$ cat config.mk
export PLATFORM = sky130hd
export DESIGN_NAME = change_dispenser
export DESIGN_NICKNAME = d
export VERILOG_FILES = /design/src/rtl/vending_pkg.sv /design/src/rtl/change_coin_select.sv /design/src/rtl/change_dispenser.sv
export SDC_FILE = /design/constraint.sdc
export NUM_CORES = 1
export LEC_CHECK = 0
export CAP_MARGIN = 30
export CORE_MARGIN = 1.5
export CORE_UTILIZATION = 55
export CTS_CLUSTER_SIZE = 30
export DETAILED_ROUTE_END_ITERATION = 7
export PLACE_DENSITY_LB_ADDON = 0.15
export SLEW_MARGIN = 15
export SYNTH_ARGS = -nofsm -noshare
export SYNTH_HDL_FRONTEND = slang
export SYNTH_SLANG_ARGS = --single-unit
$ cat constraint.sdc
create_clock -name clk -period 4.71 [get_ports clk]
set_input_delay 1.413 -clock clk [delete_from_list [all_inputs] [get_ports clk]]
set_output_delay 1.413 -clock clk [all_outputs]
set_load 0.02 [all_outputs]
$ cat src/rtl/vending_pkg.sv
// vending_pkg: shared state encoding, coin values and money width for the change dispenser.
package vending_pkg;
  localparam int MW = 8;
  localparam logic [MW-1:0] D5  = 8'd5;
  localparam logic [MW-1:0] D10 = 8'd10;
  localparam logic [MW-1:0] D20 = 8'd20;
  typedef enum logic [2:0] {
    IDLE   = 3'd0,
    SELECT = 3'd1,
    OFFER  = 3'd2,
    DONE   = 3'd3
  } state_t;
endpackage

$ cat src/rtl/change_coin_select.sv
// change_coin_select: picks the largest in-stock coin not exceeding the remaining amount.
module change_coin_select
  import vending_pkg::*;
(
  input  logic [MW-1:0] remaining,
  input  logic [3:0]    stock_5,
  input  logic [3:0]    stock_10,
  input  logic [3:0]    stock_20,
  output logic          found,
  output logic [2:0]    sel
);
  logic t5, t10, t20;
  always_comb begin
    t20 = (remaining >= D20) && (|stock_20);
    t10 = (remaining >= D10) && (|stock_10);
    t5  = (remaining >= D5) && (|stock_5);
    sel = t20 ? 3'b100 : t10 ? 3'b010 : t5 ? 3'b001 : 3'b000;
    found = |sel;
  end
endmodule

$ cat src/rtl/change_dispenser.sv
// change_dispenser: greedy coin-by-coin change payout with a handshake to the coin mechanism.
module change_dispenser
  import vending_pkg::*;
(
  input  logic          clk,
  input  logic          reset,
  input  logic          req,
  input  logic          refund_all,
  input  logic [MW-1:0] sum_money,
  input  logic [MW-1:0] price,
  input  logic          coin_ack,
  input  logic          refill,
  input  logic [3:0]    refill_5,
  input  logic [3:0]    refill_10,
  input  logic [3:0]    refill_20,
  output logic          ready,
  output logic          coin_valid,
  output logic          deno_5,
  output logic          deno_10,
  output logic          deno_20,
  output logic          change_done,
  output logic          change_short,
  output logic [MW-1:0] short_amt,
  output logic [MW-1:0] paid_total,
  output logic [2:0]    state
);
  state_t        state_q, state_d;
  logic [MW-1:0] rem_q, rem_d, paid_q, paid_d, samt_q, samt_d, coin;
  logic          short_q, short_d, found, underpay;
  logic [2:0]    deno_q, deno_d, sel;
  logic [3:0]    s5_q, s5_d, s10_q, s10_d, s20_q, s20_d;

  change_coin_select u_sel (
    .remaining(rem_q),
    .stock_5  (s5_q),
    .stock_10 (s10_q),
    .stock_20 (s20_q),
    .found    (found),
    .sel      (sel)
  );

  always_comb begin
    state_d  = state_q;
    rem_d    = rem_q;
    paid_d   = paid_q;
    samt_d   = samt_q;
    short_d  = short_q;
    deno_d   = deno_q;
    s5_d     = s5_q;
    s10_d    = s10_q;
    s20_d    = s20_q;
    underpay = !refund_all && (sum_money < price);
    coin     = deno_q[2] ? D20 : deno_q[1] ? D10 : D5;
    case (state_q)
      IDLE: begin
        s5_d  = refill ? refill_5 : s5_q;
        s10_d = refill ? refill_10 : s10_q;
        s20_d = refill ? refill_20 : s20_q;
        if (req) begin
          state_d = SELECT;
          rem_d   = underpay ? '0 : refund_all ? sum_money : sum_money - price;
          paid_d  = '0;
          samt_d  = '0;
          short_d = underpay;
        end
      end
      SELECT: begin
        state_d = found ? OFFER : DONE;
        deno_d  = found ? sel : deno_q;
        short_d = (!found && |rem_q) ? 1'b1 : short_q;
        samt_d  = (!found && |rem_q) ? rem_q : samt_q;
      end
      OFFER: begin
        if (coin_ack) begin
          state_d = SELECT;
          rem_d   = rem_q - coin;
          paid_d  = paid_q + coin;
          s5_d    = s5_q - {3'b0, deno_q[0] & (|s5_q)};
          s10_d   = s10_q - {3'b0, deno_q[1] & (|s10_q)};
          s20_d   = s20_q - {3'b0, deno_q[2] & (|s20_q)};
        end
      end
      DONE:    state_d = IDLE;
      default: state_d = IDLE;
    endcase
  end

  always_ff @(posedge clk) begin
    if (reset) begin
      state_q <= IDLE;
      rem_q   <= '0;
      paid_q  <= '0;
      samt_q  <= '0;
      short_q <= 1'b0;
      deno_q  <= '0;
      s5_q    <= '0;
      s10_q   <= '0;
      s20_q   <= '0;
    end else begin
      state_q <= state_d;
      rem_q   <= rem_d;
      paid_q  <= paid_d;
      samt_q  <= samt_d;
      short_q <= short_d;
      deno_q  <= deno_d;
      s5_q    <= s5_d;
      s10_q   <= s10_d;
      s20_q   <= s20_d;
    end
  end

  assign ready        = state_q == IDLE;
  assign coin_valid   = state_q == OFFER;
  assign {deno_20, deno_10, deno_5} = coin_valid ? deno_q : 3'b000;
  assign change_done  = state_q == DONE;
  assign change_short = short_q;
  assign short_amt    = samt_q;
  assign paid_total   = paid_q;
  assign state        = state_q;
endmodule

==> results.toml <==
[status]
status = "completed"

[pwr]
irDropWorstVdd_mv = 0.1734
power_leakage_nw = 1.499
powerDensity_nw_per_um2 = 306.6

[setup_path]
crit_fanout = 7
worstSetupEndpoint = "rem_q[3]"
startpoint = "sum_money[0]"
r2r_cells = 10
crit_required_ns = 4.90
critPathKind = "input port to register"
regToRegEndpoint = "rem_q[6]"
crit_arrival_ns = 3.72
rrSetupSlack_ns = 2.30
rr_startpoint = "deno_q[2]"
cp-end-kind = "register"
cp-start-kind = "input port"

[min_path]
hold_depth = 2
hold_path_class = "register to register"

[timing]
worst_slack_ns = 1.176
max_slew_margin = 0.4369
timing.fmax_mhz = 282.9
fin_setup_tns_ns = 0
clock_skew_ns = 0.007184
finalCriticalPeriod_ns = 3.534
hold_viol = 0
drv_slew = 0
fin_crit_sh = 0.7504
setup_viol = 0
rsz0062_at_grt = "no"
worstMarginPinSlew_ns = 0.8416

[routing]
drtIter0Drc = 201
wl_per_cell_um = 13.74
dr_total_vias = 2863
drt_wl_total_um = 6926
drt_pass1_iterations = 4
drtAntennaViolNets = 0
drc = 0
via_per_inst = 5.681

[flow_run]
maxCapViolCount = 0

[final_layout]
seq_area_um2 = 840.8
multi_input_area_um2 = 2007
antenna_cells = 0
nNetsFinal = 496
drive_gt1_frac = 0.05069
areaGrowthSynthToFinish_pct = 22.95
nFillCells = 441

[clocking]
insertion_delay_ns = 0.29
cts_hold_buf = 0
cts-root-buf = "clkbuf_8"
cts_setup_buffers = 0
cts_buffer_depth = 2
clk_pin_slew_ns = 0.07
ctsResizeCount = 0
cts_tree = "yes"
cts.sinks = 42
numCtsBuffers = 5
h-tree-depth = 2

[placement]
hpwlAfterDp_um = 5231
gp_congestion = 0.8424
portBuffers = 58
preCtsSetupSlack_ns = 0.8608

[global_route]
grt_pass1_wl_um = 11700
grt-ovfl-total = 0
grt_antenna_before_repair = 0
grt_pass1_vias = 2592
grtUsageTotal = 0.2398
grt_max_degree = 36

[synthesis]
yosysSeqAreaShare = 0.2794
synth_edf_count = 0
synthArstFlopShare = 0
syn_nets = 446
yosys_warnings = 0
synth_seq_cells = 42
synthFlopType = "dfxtp_1"
syn_area_um2 = 3009
ys_types = 62
postSynthCellCount = 385
syn_avg_cell_area_um2 = 7.816

[floorplanning]
die_x_um = 76.97
die_h_um = 76.97
dieArea_um2 = 5924
start_util = 0.5781
rows = 26
core_area_um2 = 5205
ios = 60
per-layer routing:
metal,track usage,part of all wire
met5,0,0
met4,0.04444,0.0066
met3,0.03690,0.041
met2,0.4239,0.50
met1,0.3089,0.45
synth_stat cells (all sizes together) (2+ instances only):
cell,instances,area [µm²]
nor3b,5,37.54
o21a,2,15.01
a31oi,4,40.04
nand4b,2,17.52
nand2b,8,50.05
clkbuf,10,37.54
or2,3,18.77
nor4,4,46.29
o21ai,21,108.9
a211oi,10,75.07
o2111ai,2,17.52
xnor2,4,35.03
xor2,5,43.79
a31o,2,17.52
o31a,2,17.52
inv,23,86.34
nand2,42,165.2
a22oi,9,67.56
ha,24,300.3
nor2,54,212.7
fa,3,60.06
dfxtp,42,840.8
and2,3,18.77
nand3b,3,22.52
a22o,3,26.28
a221oi,2,23.77
mux2i,10,100.1
buf,7,37.54
nor2b,8,50.05
nand3,8,40.04
a21oi,29,160.2
nor3,9,45.04
o211ai,3,22.52
a21o,5,37.54
layout make-up:
| type | instances | area share |
|---|---|---|
| clock buffers | 6 | 0.02232 |
| inverters | 23 | 0.02333 |
| multi-input cells | 303 | 0.5424 |
| flip-flops and latches | 42 | 0.2273 |
| well taps | 70 | 0.02367 |
| repair buffers | 60 | 0.1610 |
registers in the layout, summed over array words and instances, names as in the netlist:
register      flops
change_short      1
deno_q            3
paid_total        8
rem_q             8
s10_q             4
s20_q             4
s5_q              4
short_amt         8
state             2
layout by cell type, fill, tap and decap left out, types with 8 or more instances in the layout:
cell type	instances
clkdlybuf4s50_1	58
nor2_1	52
dfxtp_1	42
nand2_1	41
a21oi_1	27
ha_1	24
inv_1	21
o21ai_0	15
a211oi_1	10
mux2i_1	10
nor3_1	9
a22oi_1	9
nor2b_1	8
nand2b_1	8
nand3_1	8
where the power goes:
part / total [W] / switching, W / internal, W / leakage [nW]
Combinational: 0.000466 / 0.000266 / 0.000200 / 1.11
Sequential: 0.000438 / 0.0000475 / 0.000390 / 0.343
Clock: 0.000231 / 0.000118 / 0.000113 / 0.0431
critical path: stages:
cell,delay (ns)
clkdlybuf4s50_1,0.48
inv_1,0.05
ha_1,0.21
fa_1,0.39
nand2b_1,0.18
a21o_1,0.18
a21oi_2,0.18
or2_1,0.27
nand3_1,0.11
a221oi_1,0.25
cells by family after synthesis:
family                   after synthesis  share of synthesized area
buffers and inverters                 40                    0.05364
AO/OA/AOI/OAI                        105                     0.2408
AND/OR/NAND/NOR                      151                     0.2457
flip-flops                            42                     0.2794
XOR/XNOR                               9                    0.02619
other                                  1                   0.001246
adder cells (fa/ha/maj)               27                     0.1198
multiplexers                          10                    0.03327
metrics by stage:
step / hold slack [ns] / util / total power, W / area (µm²) / cells
floorplan: 0.4580 / - / 0.0007808 / 3009 / 385
global placement: 0.4492 / 0.6950 / 0.0008933 / 3617 / 498
detailed placement: 0.4567 / 0.6950 / 0.0009061 / 3617 / 498
CTS: 0.4687 / 0.7108 / 0.001137 / 3700 / 504
global route: 0.4831 / 0.7108 / 0.001210 / 3700 / 504
finish: 0.4624 / 0.7108 / 0.001135 / 3700 / 504
how the worst min path moves through the flow:
stage	start	to	slack [ns]
floorplan	rem_q[0]	short_amt[0]	0.46
global placement	short_amt[3]	short_amt[3]	0.45
detailed placement	short_amt[1]	short_amt[1]	0.46
CTS	short_amt[7]	short_amt[7]	0.47
global route	short_amt[1]	short_amt[1]	0.48
finish	short_amt[7]	short_amt[7]	0.46
Power figures use the tool's default switching activity.
